### config.mk
export PLATFORM = sky130hd
export DESIGN_NAME = ysyx_24100029_axi_rd_arbiter
export DESIGN_NICKNAME = d
export VERILOG_FILES = /design/src/rtl/ysyx_24100029_axi_pkg.sv /design/src/rtl/ysyx_24100029_rr_pick.sv /design/src/rtl/ysyx_24100029_axi_rd_arbiter.sv
export SDC_FILE = /design/constraint.sdc
export NUM_CORES = 1
export LEC_CHECK = 0
export BUFFER_PORTS_ARGS = -buffer_cell sky130_fd_sc_hd__buf_2
export CORE_AREA = 2 2 109 111
export DETAILED_ROUTE_END_ITERATION = 7
export DIE_AREA = 0 0 111 113
export HOLD_SLACK_MARGIN = 0.06
export PLACE_DENSITY = 0.59
export SETUP_SLACK_MARGIN = 0.4
export SLEW_MARGIN = 20
export SYNTH_ARGS = -nofsm -noshare
export SYNTH_HDL_FRONTEND = slang
export SYNTH_HIERARCHICAL = 1
export SYNTH_SLANG_ARGS = --single-unit
### constraint.sdc
create_clock -name clock -period 1.4 [get_ports clock]
set_input_delay 0.14 -clock clock [delete_from_list [all_inputs] [get_ports clock]]
set_output_delay 0.14 -clock clock [all_outputs]
set_load 0.01 [all_outputs]
### src/rtl/ysyx_24100029_axi_pkg.sv
// Shared AXI4 encodings and read-arbiter state type.
package ysyx_24100029_axi_pkg;

  typedef enum logic [1:0] {
    IDLE = 2'd0,
    ADDR = 2'd1,
    DATA = 2'd2
  } arb_state_t;

  localparam logic [1:0] BURST_FIXED = 2'b00;
  localparam logic [1:0] BURST_INCR  = 2'b01;
  localparam logic [1:0] RESP_OKAY   = 2'b00;
  localparam logic [2:0] SIZE_4B     = 3'b010;

endpackage

### src/rtl/ysyx_24100029_rr_pick.sv
// Two-way round-robin picker: purely combinational, one-hot grant.
// On a tie the requester that did not win last time is chosen.
module ysyx_24100029_rr_pick (
  input  logic [1:0] req,
  input  logic       last,
  output logic [1:0] gnt
);

  always_comb begin
    gnt = 2'b00;
    case (req)
      2'b01:   gnt = 2'b01;
      2'b10:   gnt = 2'b10;
      2'b11:   gnt = last ? 2'b01 : 2'b10;
      default: gnt = 2'b00;
    endcase
  end

endmodule

### src/rtl/ysyx_24100029_axi_rd_arbiter.sv
// Two-master AXI4 read arbiter, whole-transaction grant with one idle cycle of arbitration.
// No storage: R back-pressure from the owner is passed straight to the slave.
module ysyx_24100029_axi_rd_arbiter
  import ysyx_24100029_axi_pkg::*;
#(
  parameter int ADDR_WIDTH = 32,
  parameter int DATA_WIDTH = 32,
  parameter int ID_WIDTH   = 4
) (
  input  logic                  clock,
  input  logic                  reset,

  input  logic                  m0_arvalid,
  output logic                  m0_arready,
  input  logic [ADDR_WIDTH-1:0] m0_araddr,
  input  logic [ID_WIDTH-1:0]   m0_arid,
  input  logic [7:0]            m0_arlen,
  input  logic [2:0]            m0_arsize,
  input  logic [1:0]            m0_arburst,
  output logic                  m0_rvalid,
  input  logic                  m0_rready,
  output logic [DATA_WIDTH-1:0] m0_rdata,
  output logic [1:0]            m0_rresp,
  output logic                  m0_rlast,
  output logic [ID_WIDTH-1:0]   m0_rid,

  input  logic                  m1_arvalid,
  output logic                  m1_arready,
  input  logic [ADDR_WIDTH-1:0] m1_araddr,
  input  logic [ID_WIDTH-1:0]   m1_arid,
  input  logic [7:0]            m1_arlen,
  input  logic [2:0]            m1_arsize,
  input  logic [1:0]            m1_arburst,
  output logic                  m1_rvalid,
  input  logic                  m1_rready,
  output logic [DATA_WIDTH-1:0] m1_rdata,
  output logic [1:0]            m1_rresp,
  output logic                  m1_rlast,
  output logic [ID_WIDTH-1:0]   m1_rid,

  output logic                  s_arvalid,
  input  logic                  s_arready,
  output logic [ADDR_WIDTH-1:0] s_araddr,
  output logic [ID_WIDTH-1:0]   s_arid,
  output logic [7:0]            s_arlen,
  output logic [2:0]            s_arsize,
  output logic [1:0]            s_arburst,
  input  logic                  s_rvalid,
  output logic                  s_rready,
  input  logic [DATA_WIDTH-1:0] s_rdata,
  input  logic [1:0]            s_rresp,
  input  logic                  s_rlast,
  input  logic [ID_WIDTH-1:0]   s_rid,

  output logic [1:0]            grant,
  output logic                  busy
);

  arb_state_t state, state_nxt;
  logic       owner, owner_nxt;
  logic       last_grant, last_grant_nxt;
  logic [1:0] pick_gnt;
  logic       own_arvalid, own_rready;

  ysyx_24100029_rr_pick u_pick (
    .req  ({m1_arvalid, m0_arvalid}),
    .last (last_grant),
    .gnt  (pick_gnt)
  );

  assign own_arvalid = owner ? m1_arvalid : m0_arvalid;
  assign own_rready  = owner ? m1_rready  : m0_rready;

  // last_grant resets to M1 so that M0 wins the first tie.
  always_ff @(posedge clock or posedge reset) begin
    if (reset) begin
      state      <= IDLE;
      owner      <= 1'b0;
      last_grant <= 1'b1;
    end else begin
      state      <= state_nxt;
      owner      <= owner_nxt;
      last_grant <= last_grant_nxt;
    end
  end

  always_comb begin
    state_nxt      = state;
    owner_nxt      = owner;
    last_grant_nxt = last_grant;
    case (state)
      IDLE: if (|pick_gnt) begin
        owner_nxt = pick_gnt[1];
        state_nxt = ADDR;
      end
      ADDR: if (own_arvalid && s_arready) begin
        state_nxt      = DATA;
        last_grant_nxt = owner;
      end
      DATA: if (s_rvalid && own_rready && s_rlast) state_nxt = IDLE;
      default: state_nxt = IDLE;
    endcase
  end

  always_comb begin
    s_arvalid  = 1'b0;
    s_araddr   = '0;
    s_arid     = '0;
    s_arlen    = '0;
    s_arsize   = '0;
    s_arburst  = '0;
    s_rready   = 1'b0;
    m0_arready = 1'b0;
    m1_arready = 1'b0;
    m0_rvalid  = 1'b0;
    m0_rdata   = '0;
    m0_rresp   = '0;
    m0_rlast   = 1'b0;
    m0_rid     = '0;
    m1_rvalid  = 1'b0;
    m1_rdata   = '0;
    m1_rresp   = '0;
    m1_rlast   = 1'b0;
    m1_rid     = '0;
    if (state == ADDR) begin
      s_arvalid  = own_arvalid;
      s_araddr   = owner ? m1_araddr  : m0_araddr;
      s_arid     = owner ? m1_arid    : m0_arid;
      s_arlen    = owner ? m1_arlen   : m0_arlen;
      s_arsize   = owner ? m1_arsize  : m0_arsize;
      s_arburst  = owner ? m1_arburst : m0_arburst;
      m0_arready = !owner && s_arready;
      m1_arready = owner && s_arready;
    end
    if (state == DATA) begin
      s_rready = own_rready;
      if (owner) begin
        m1_rvalid = s_rvalid;
        m1_rdata  = s_rdata;
        m1_rresp  = s_rresp;
        m1_rlast  = s_rlast;
        m1_rid    = s_rid;
      end else begin
        m0_rvalid = s_rvalid;
        m0_rdata  = s_rdata;
        m0_rresp  = s_rresp;
        m0_rlast  = s_rlast;
        m0_rid    = s_rid;
      end
    end
  end

  assign busy  = (state != IDLE);
  assign grant = busy ? (owner ? 2'b10 : 2'b01) : 2'b00;

endmodule

# Yosys cells after proc, flatten, opt, wreduce, memory -nomap -nowiden
# Index checks and enable logic that the tools add are counted.
# classes
eq_ne,8
mux,44
reduce_logical,12
# ops
operator,n
32-bit two-way mux,6
2-bit two-way mux,12
4-bit two-way mux,6
8-bit two-way mux,2
1-bit two-way mux,14
2-bit case mux with 3 select lines,2
"2-bit equality test, second input constant",3
3-bit two-way mux,2
"2-bit != test, second input constant",3
1-bit logical AND,5
"2-bit by 1-bit equality test with 1-bit output, second input constant",2
2-bit AND reduction,2
3-bit AND reduction,1
2-bit zero test,1
2-bit nonzero test,1
2-bit OR reduction,1
1-bit zero test,1
# word_totals
ff_bits,4

# Longest topological paths before layout
# Gate-level depths: netlist (run 1).
# depth
word_depth,5
depth_mapped,5
depth_no_buf,4

# Cells and area by module
# The synthesis (run 1) kept the hierarchy.
# modules_own_cells
mod,n_inst,cells_each,area_each_um2
ysyx_24100029_axi_rd_arbiter,1,227,1534.0
ysyx_24100029_rr_pick,1,3,18.8

# Worst setup path before layout (run 1)
# Ideal clock, no wire load.
# synth_path
path_type,register to output
from,reg state[1]
to,out s_araddr[10]
t_arrival_ns,1.082
required_ns,1.260
setup_slack_ns,0.178
stages_incl_launch_ff,5
path_buffers,2
cell_sequence,dfrtp_1 nand2b_1 buf_2 buf_2 nor2_1
# synth_via
elab_chain_cells,2
# synth_rtl
item,line,source
from (decl),ysyx_24100029_axi_rd_arbiter.sv:59,"arb_state_t state, state_nxt;"
from (signal assigned),ysyx_24100029_axi_rd_arbiter.sv:81,state <= state_nxt;
2-bit by 1-bit equality test with 1-bit output,ysyx_24100029_axi_rd_arbiter.sv:125,if (state == ADDR) begin
32-bit two-way mux,ysyx_24100029_axi_rd_arbiter.sv:125,
to (decl),ysyx_24100029_axi_rd_arbiter.sv:43,"output logic [ADDR_WIDTH-1:0] s_araddr,"
# No other way between the ends.

# Worst setup path in the final report (run 1)
# layout_path
from,reg owner
to,out m0_rdata[8]
# layout_via
elab_chain_cells,2
# layout_rtl
item,line,source
from (decl),ysyx_24100029_axi_rd_arbiter.sv:60,"logic owner, owner_nxt;"
from (signal assigned),ysyx_24100029_axi_rd_arbiter.sv:82,owner <= owner_nxt;
32-bit two-way mux,ysyx_24100029_axi_rd_arbiter.sv:137,if (owner) begin
32-bit two-way mux,ysyx_24100029_axi_rd_arbiter.sv:135,if (state == DATA) begin
to (decl),ysyx_24100029_axi_rd_arbiter.sv:22,"output logic [DATA_WIDTH-1:0] m0_rdata,"
# No other way between the ends.

==> impl_metrics.tcl, run 1 <==
set metrics [dict create \
    cts_max_level 1 \
    share_of_synthesized_area_occupied_by_flip_flops_and_latches 0.06527 \
    per_instance_average_area_after_synthesis_sq_um 6.751 \
    drcViolationCount 0 \
    fin_skew_ns 0.004505 \
    synth_top_area_frac 0.3263 \
    netlist_area_sq_um 1553 \
    dr_total_vias 2675 \
    compound_cell_area_share_of_the_yosys_netlist 0.02659 \
    asyncSetResetFlopFracSynth 1.000 \
    synth_top_cells_by_count "81 x and2_1, 54 x nor2_1, 50 x mux2i_1" \
    rows 39 \
    number_of_global_route_vias_before_repair 2484 \
    gp_routability_congestion 0.7528 \
    dieArea_sq_um 12540 \
    filler_cell_count 1185 \
    cellPowerDensity_nw_per_um2 1638 \
    pre_cts_ws_ns -0.008939 \
    max_slew_headroom_at_the_worst_pin 0.8222 \
    r2r_setup_slack_ns -0.03 \
    tritoncts "built" \
    starting_density_of_the_core 0.1378 \
    post-route-period-util 1.154 \
    peakVddDrop_v 0.001204 \
    via_per_instance_ratio 4.023 \
    die_width_um 111 \
    largest_family_of_logic_cells_by_synthesized_area "simple AND/OR/NAND/NOR gates" \
    yosys.area_share.adder 0 \
    clk_pin_slew_worst_paths_ns 0.03 \
    static_leakage_power_nw 2.295 \
    layout-drive-gt1-share 0.6852 \
    ys_types 25 \
    post_synthesis_cell_type_with_the_largest_combined_area "and2_1" \
    cts_buffers 3 \
    antenna_found_initial 2 \
    synth_edf_count 0 \
    most_frequent_cell_after_synthesis "and2_1" \
    cap_violations 0 \
    top_achievable_clock_speed_ghz 0.6190 \
    combined_global_route_utilization_of_all_metal_layers 0.1294 \
    total_core_area_sq_um 11270 \
    max_slew.worst_pin.slew_ns 0.2644 \
    synth_top_flop_cell "dfrtp_1" \
    worst_case_clock_buffer_depth 2 \
    outcome "finished with violations" \
    end_kind "primary output" \
    failed_checks "setup timing" \
    slew_viol_final 0 \
    whs_path_depth 2 \
    grt_pass1_wl_um 13040 \
    utilization 0.3413 \
    syn2layout_area_growth_pct 147.8 \
    hold_start "s_arready" \
    cp_data_required_time_ns 1.26 \
    unrepaired_setup_endpoints_after_global_routing "yes" \
    finalSetupViolations 132 \
    num-nets-final 667 \
    yosys.area_share.xor_xnor 0 \
    root_buffer "clkbuf_16" \
    totalWireLength_um 9259 \
    drt_first_pass_iters 4 \
    yosys.area_share.simple 0.4948 \
    dpl.hpwl_um 7323 \
    io_buffers 280 \
    grt_max_degree 35 \
    num_io_pins 281 \
    critical_path_peak_fanout 20 \
    whs_endpoint "state[0]$_DFFE_PP0P_" \
    final.min_clock_period_ns 1.615 \
    detail-route-antenna-nets 0 \
    synth-seq-cells 4 \
    fin_ws_ns -0.2154 \
    timing.rr.end "last_grant$_DFFE_PP1P_" \
    finalHoldViolCount 0 \
    rr_worst_depth 4 \
    critPathArrivalTime_ns 1.48 \
    start_kind "flip-flop" \
    yosysWarningCount 6 \
    drt_iter0_drc 51 \
    postSynthCellCount 230 \
    clock_insertion_delay_worst_skew_ns 0.23 \
    timing.rr.start "owner$_DFFE_PP0P_" \
    syn-num-nets 375 \
    yosys-mux-area-fraction 0.3368 \
    wl_per_cell_um 13.92 \
    total_power_mw 6.302 \
    synthTopCellsByArea "and2_1 33%, mux2i_1 32%, nor2_1 13%" \
    cts_num_sinks 4 \
    die_h_um 113 \
    worst_hold_path_type "input port to flip-flop" \
    critPathKind "flip-flop to primary output" \
    global_route.overflow_total 0 \
]
-- layout make-up --
type,count,area (sq um),share of cell area
Clock buffer,4,78.83,0.02049
Sequential cell,4,106.4,0.02764
Multi-Input combinational cell,203,1625,0.4224
Tap cell,143,178.9,0.04650
Timing Repair Buffer,306,1838,0.4777
Inverter,4,17.52,0.004553
Antenna cell,1,2.502,0.0006504
-- report_power, final --
part	switching (mW)	internal, mW	total, mW
Combinational	2.74	2.83	5.57
Clock	0.0905	0.377	0.468
Sequential	0.0702	0.198	0.268
Total	2.90	3.40	6.30
-- cells by family (layout without fill, tap and decap cells) --
group / count (synthesis) / in the layout
buffers and inverters: 23 / 314
AND/OR/NAND/NOR: 145 / 145
multiplexers: 52 / 52
other: 0 / 1
AO/OA/AOI/OAI: 6 / 6
flip-flops: 4 / 4
-- per-stage QoR --
stage               instances  setup TNS [ns]  hold WS [ns]  cell area, sq um
floorplan                 230               0      -0.09464              1792
global placement          646       -0.005573       0.03152              3358
detailed placement        646       -0.008939       0.03531              3358
CTS                       659          -23.92        0.1666              3642
global route              665          -29.43        0.1960              3847
finish                    665          -21.90        0.1730              3847
-- worst max-delay path: stages, from the launching register on --
cell     delay (ns)
dfrtp_4        0.48
buf_6          0.15
nor2_4         0.09
buf_4          0.12
buf_12         0.13
and2_1         0.14
buf_2          0.13
-- state kept, by name, indices dropped and copies added (netlist names) --
name and cells:
owner 1, state 2, last_grant 1
-- layout by cell type (no fill, tap or decap), drive strengths merged --
cell type,netlist,routed
a21boi,2,2
mux2,2,2
dfstp,1,1
dlygate4sd3,0,1
nor2,56,56
nor3,1,1
a311oi,1,1
and2,81,81
nand3,1,1
diode,0,1
nand2b,2,2
a21o,1,1
a21oi,1,1
nand2,1,1
mux2i,50,50
and3,2,2
inv,4,4
clkbuf,3,6
and2b,1,1
dfrtp,3,3
buf,16,303
o21ai,1,1
-- worst max path at each step --
stage                                    start            to  slack [ns]  cells past startpoint
after floorplan           state[0]$_DFFE_PP0P_   m1_rdata[0]        0.23                      4
after global placement       owner$_DFFE_PP0P_   s_araddr[7]      -0.006                      4
after detailed placement     owner$_DFFE_PP0P_   s_araddr[7]      -0.009                      4
after CTS                    owner$_DFFE_PP0P_   m1_rdata[9]       -0.22                      6
after global routing      state[0]$_DFFE_PP0P_  m1_rdata[12]       -0.28                      5
final                        owner$_DFFE_PP0P_   m0_rdata[8]       -0.22                      6
-- metal layers --
| metal | up-vias | GRT usage | share of wire |
|---|---|---|---|
| met3 | 8 | 0.01821 | 0.082 |
| met2 | 176 | 0.2658 | 0.55 |
| met5 | - | 0 | 0 |
| met4 | 0 | 0.02583 | 0.0094 |
| met1 | 1167 | 0.1396 | 0.36 |
| li1 | 1324 | - | - |
-- timing repair --
action                                  CTS  global route
gates cloned                              3             1
gates resized for setup                  20            33
setup buffers                             5             4
hold buffers                              1             0
hold endpoints to repair                  4             0
pin swaps                                 2             2
endpoints found under the setup margin  140           140
No activity file was read; power rests on OpenSTA's default activity.
==> run 2: changes to the inputs <==
==> constraint.sdc (replaced) <==
create_clock -name clock -period 1.8 [get_ports clock]
set_input_delay 0.18 -clock clock [delete_from_list [all_inputs] [get_ports clock]]
set_output_delay 0.18 -clock clock [all_outputs]
set_load 0.01 [all_outputs]
==> impl_metrics.tcl, run 2 (synthesis gave the netlist of run 1 again) <==
set metrics [dict create \
    num-nets-final 685 \
    rows 39 \
    worst_case_clock_buffer_depth 2 \
    mostFrequentLayoutCells "256 x buf_2, 59 x and2_1, 34 x buf_6" \
    critPathArrivalTime_ns 1.43 \
    dieArea_sq_um 12540 \
    comb_power_share 0.904 \
    cap_violations 0 \
    cell_internal_pwr_mw 3.345 \
    die_width_um 111 \
    seq_power_share 0.035 \
    cp_data_required_time_ns 1.62 \
    top_reg_by_flops "state" \
    cts_num_sinks 4 \
    power_frac_clock 0.061 \
    totalNegativeSetupSlack_ns 0 \
    tritoncts "built" \
    cts_max_level 1 \
    highest_routed_metal_layer "met4" \
    die_h_um 113 \
    grt_pass1_wl_um 13160 \
    largest_register_ffs 2 \
    start_kind "flip-flop" \
    clock_insertion_delay_worst_skew_ns 0.23 \
    antennaDiodeCount 0 \
    outcome "finished, final reports clean" \
    totalWireLength_um 11040 \
    critPathKind "flip-flop to primary output" \
    detail_route.wirelength.met1_um 3664 \
    detailroute.wirelength.met2_um 6434 \
    number_of_global_route_vias_before_repair 2516 \
    drt_first_pass_iters 4 \
    cts_buffers 3 \
    critical_path.slowest_cell "dfrtp_2" \
    end_kind "primary output" \
    root_buffer "clkbuf_16" \
    num_io_pins 281 \
    dr_total_vias 2794 \
    combined_global_route_utilization_of_all_metal_layers 0.1330 \
    via_per_instance_ratio 4.097 \
    layout-drive-gt1-share 0.7403 \
    static_leakage_power_nw 2.507 \
    detail-route-antenna-nets 0 \
    drcViolationCount 0 \
    power_switching_share 0.4285 \
    unrepaired_setup_endpoints_after_global_routing "yes" \
    post-route-period-util 0.8955 \
    layout.cells.most_common "buf_2" \
    dr_wl_met3_um 769 \
    critical_path_peak_fanout 20 \
    worst_hold_path_type "input port to flip-flop" \
    top_achievable_clock_speed_ghz 0.6204 \
    antenna_found_initial 1 \
    syn2layout_area_growth_pct 178.5 \
    drt_iter0_drc 72 \
    slew_viol_final 0 \
    total_core_area_sq_um 11270 \
    cpPeakStageDelay_ns 0.44 \
    worstPathCellList "buf_6 -> nor2_4 -> buf_4 -> buf_12 -> and2_1 -> buf_2" \
    fin_skew_ns 0.002742 \
    cellPowerDensity_nw_per_um2 1353 \
    biggestRegsByFlops "state: 2 flops, last_grant: 1 flops, owner: 1 flops" \
    dpl.hpwl_um 6838 \
    io_buffers 280 \
    grt_max_degree 27 \
    final.min_clock_period_ns 1.612 \
    finalHoldViolCount 0 \
    wl_per_cell_um 16.19 \
    peakVddDrop_v 0.0007058 \
    gp_routability_congestion 0.7850 \
    global_route.overflow_total 0 \
    total_power_mw 5.853 \
    max_slew.worst_pin.slew_ns 0.3203 \
    finalSetupViolations 0 \
    max_slew_headroom_at_the_worst_pin 0.7846 \
    clk_pin_slew_worst_paths_ns 0.03 \
    starting_density_of_the_core 0.1378 \
    power.net_switching_mw 2.508 \
]
==> run 2: cell type report <==
| type | count | area, sq um |
|---|---|---|
| clock buffer | 4 | 78.83 |
| fill | 1148 | 6948 |
| timing repair buffer | 324 | 2322 |
| sequential | 4 | 103.9 |
| inverter | 4 | 15.01 |
| tap | 143 | 178.9 |
| multi-input combinational | 203 | 1625 |
==> run 2: power groups by stage <==
| stage | sequential [mW] | clock (mW) | combinational, mW |
|---|---|---|---|
| floorplan | 0.176 | 0 | 1.91 |
| global placement | 0.216 | 0 | 3.05 |
| detailed placement | 0.218 | 0 | 3.04 |
| CTS | 0.203 | 0.361 | 4.07 |
| global route | 0.208 | 0.371 | 5.65 |
| finish | 0.204 | 0.358 | 5.29 |
==> run 2: final timing paths <==
path,startpoint,end,slack (ns),depth (start not counted)
min in group asynchronous,reset,state[0]$_DFFE_PP0P_,0.38,3
setup / recovery,owner$_DFFE_PP0P_,m0_rdata[15],0.19,6
setup reg to reg,state[1]$_DFFE_PP0P_,last_grant$_DFFE_PP1P_,0.41,5
hold / removal,s_arready,state[0]$_DFFE_PP0P_,0.20,2
hold reg to reg,state[0]$_DFFE_PP0P_,state[0]$_DFFE_PP0P_,0.61,2
max in group asynchronous,reset,last_grant$_DFFE_PP1P_,1.19,3
==> run 2: repair_timing <==
action	CTS	global route
hold endpoints to repair	4	0
buffers inserted	10	9
resized for setup	17	106
gates cloned	8	12
hold buffers	1	0
pin swaps	3	30
setup endpoints to repair	132	137
==> run 2: worst max-delay path, delay by kind of cell, from the launching register on <==
family	cells	cell delay, ns
buffers and inverters	4	0.53
and+or+nand+nor	2	0.23
DFF	1	0.44
==> run 2: per-stage QoR <==
step	worst slack, ns	instance area, sq um	utilization	instances	hold slack [ns]
finish	0.1881	4324	0.3836	682	0.2019
global route	0.1276	4324	0.3836	682	0.2128
CTS	0.1909	3563	0.3161	661	0.1998
detailed placement	0.2611	3113	0.2762	638	0.07189
global placement	0.2577	3113	0.2762	638	0.07162
floorplan	0.5383	1553	-	230	-0.05464
==> run 2: metal layers <==
layer  up-vias  global-route usage
li1       1363                   -
met1      1237              0.1268
met2       178              0.2941
met3        16             0.02303
met4         0             0.02000
met5         -                   0
==> run 3: changes to the inputs <==
--- a/config.mk
+++ b/config.mk
@@ -6,11 +6,11 @@
 export NUM_CORES = 1
 export LEC_CHECK = 0
 export BUFFER_PORTS_ARGS = -buffer_cell sky130_fd_sc_hd__buf_2
-export CORE_AREA = 2 2 109 111
+export CORE_AREA = 2 2 108 110
 export DETAILED_ROUTE_END_ITERATION = 7
-export DIE_AREA = 0 0 111 113
+export DIE_AREA = 0 0 110 112
 export HOLD_SLACK_MARGIN = 0.06
-export PLACE_DENSITY = 0.59
+export PLACE_DENSITY = 0.52
 export SETUP_SLACK_MARGIN = 0.4
 export SLEW_MARGIN = 20
 export SYNTH_ARGS = -nofsm -noshare
==> impl_metrics.tcl, run 3 (synthesis gave the netlist of run 1 again) <==
set metrics [dict create \
    grt_pass1_wl_um 11860 \
    biggestRegsByFlops "state: 2 flops, last_grant: 1 flops, owner: 1 flops" \
    fin_area_sq_um 3769 \
    outcome "finished, final reports clean" \
    num-nets-final 664 \
    totalWireLength_um 9799 \
    placement.cell_area_sq_um 3113 \
    layout-drive-gt1-share 0.6583 \
    final.min_clock_period_ns 1.632 \
    die_h_um 112 \
    critical_path.slowest_cell "dfrtp_2" \
    dr_total_vias 2681 \
    drcViolationCount 0 \
    cap_violations 0 \
    peakVddDrop_v 0.0004986 \
    multi_input_comb_area_sq_um 1436 \
    cp.buffers_inverters 4 \
    top_achievable_clock_speed_ghz 0.6128 \
    cpPeakStageDelay_ns 0.42 \
    filler_cell_count 1150 \
    wl_per_cell_um 14.82 \
    end_kind "primary output" \
    static_leakage_power_nw 2.354 \
    grt_max_degree 50 \
    area.sequential_sq_um 103.9 \
    io_buffers 280 \
    cts_max_level 1 \
    critPathKind "flip-flop to primary output" \
    max_slew_headroom_at_the_worst_pin 0.8200 \
    mostFrequentLayoutCells "261 x buf_2, 60 x and2_1, 53 x nor2_1" \
    root_buffer "clkbuf_16" \
    totalNegativeSetupSlack_ns 0 \
    dieArea_sq_um 12320 \
    layout.cells.most_common "buf_2" \
    clock_insertion_delay_worst_skew_ns 0.23 \
    starting_density_of_the_core 0.1390 \
    cts_buffers 3 \
    place.detailed.instances 638 \
    unrepaired_setup_endpoints_after_global_routing "yes" \
    cp_data_required_time_ns 1.62 \
    global_route.overflow_total 0 \
    combined_global_route_utilization_of_all_metal_layers 0.1228 \
    gp_routability_congestion 0.8117 \
    fin_skew_ns 0.003221 \
    syn2layout_area_growth_pct 142.7 \
    number_of_global_route_vias_before_repair 2441 \
    finalSetupViolations 0 \
    worstPathCellList "buf_12 -> nor2_4 -> buf_6 -> buf_12 -> and2_1 -> buf_2" \
    die_width_um 110 \
    num_io_pins 281 \
    dpl.hpwl_um 6750 \
    top_reg_by_flops "state" \
    cellPowerDensity_nw_per_um2 1180 \
    instances_no_fill 661 \
    worst_case_clock_buffer_depth 2 \
    finalHoldViolCount 0 \
    critical_path_peak_fanout 10 \
    antennaDiodeCount 0 \
    via_per_instance_ratio 4.056 \
    total_power_mw 4.445 \
    worst_hold_path_type "input port to flip-flop" \
    post-route-period-util 0.9066 \
    start_kind "flip-flop" \
    rows 39 \
    antenna_found_initial 0 \
    clk_pin_slew_worst_paths_ns 0.03 \
    critPathTopFamily "buffers and inverters" \
    total_core_area_sq_um 11170 \
    critPathArrivalTime_ns 1.45 \
    largest_register_ffs 2 \
    detail-route-antenna-nets 0 \
    drt_first_pass_iters 4 \
    cts_num_sinks 4 \
    slew_viol_final 0 \
    max_slew.worst_pin.slew_ns 0.2697 \
    drt_iter0_drc 76 \
    tritoncts "built" \
    crit_path_frequent_cell "buf_12" \
]
-- run 3: changes by cell type in the layout (fill, tap and decap cells not counted), sizes merged --
cell and delta:
bufbuf -1, clkbuf -4, buf -16
-- run 3: report_power, final --
| group | leakage, nW | internal (mW) | switching (mW) |
|---|---|---|---|
| logic | 2.27 | 1.92 | 1.97 |
| registers | 0.0439 | 0.149 | 0.0491 |
| clock network | 0.0382 | 0.293 | 0.0651 |
-- run 3: metal layers --
metal	vias up	track usage	wire, um
li1	1316	-	-
met1	1185	0.1295	3511
met2	174	0.2544	5501
met3	6	0.01171	719
met4	0	0.02025	66
met5	-	0	0
-- run 3: repair_timing --
| item | in CTS | in global routing |
|---|---|---|
| endpoints found under the setup margin | 134 | 137 |
| setup buffers | 7 | 0 |
| pin swaps | 2 | 20 |
| resized for setup | 13 | 52 |
| gates cloned | 4 | 7 |
| endpoints found under the hold margin | 4 | 0 |
| hold buffers | 1 | 0 |
-- run 3: path summary, 6_finish.rpt --
kind                       depth (start not counted)  slack (ns)                  from                     end
max                                                6        0.17     owner$_DFFE_PP0P_             m0_rresp[1]
min                                                2        0.21             s_arready    state[0]$_DFFE_PP0P_
max reg2reg                                        4        0.44     owner$_DFFE_PP0P_  last_grant$_DFFE_PP1P_
min reg2reg                                        1        0.53  state[1]$_DFFE_PP0P_    state[0]$_DFFE_PP0P_
max in group asynchronous                          3        1.19                 reset  last_grant$_DFFE_PP1P_
min in group asynchronous                          3        0.38                 reset    state[0]$_DFFE_PP0P_
-- run 3: stage by stage --
step           worst slack (ns)    util  hold WS (ns)
6_report                 0.1682  0.3373        0.2093
5_1_grt                  0.1255  0.3373        0.2270
3_3_place_gp             0.3660  0.2786       0.06755
3_5_place_dp             0.3048  0.2786       0.07327
4_1_cts                  0.1973  0.3048        0.2010
2_1_floorplan            0.5383       -      -0.05464
-- run 3: final cells by class --
type	instances	share of cell area
clock buffer	4	0.02092
inverter	4	0.003984
multi-input combinational	203	0.3811
sequential	4	0.02756
tap	143	0.04748
timing repair buffer	303	0.5189
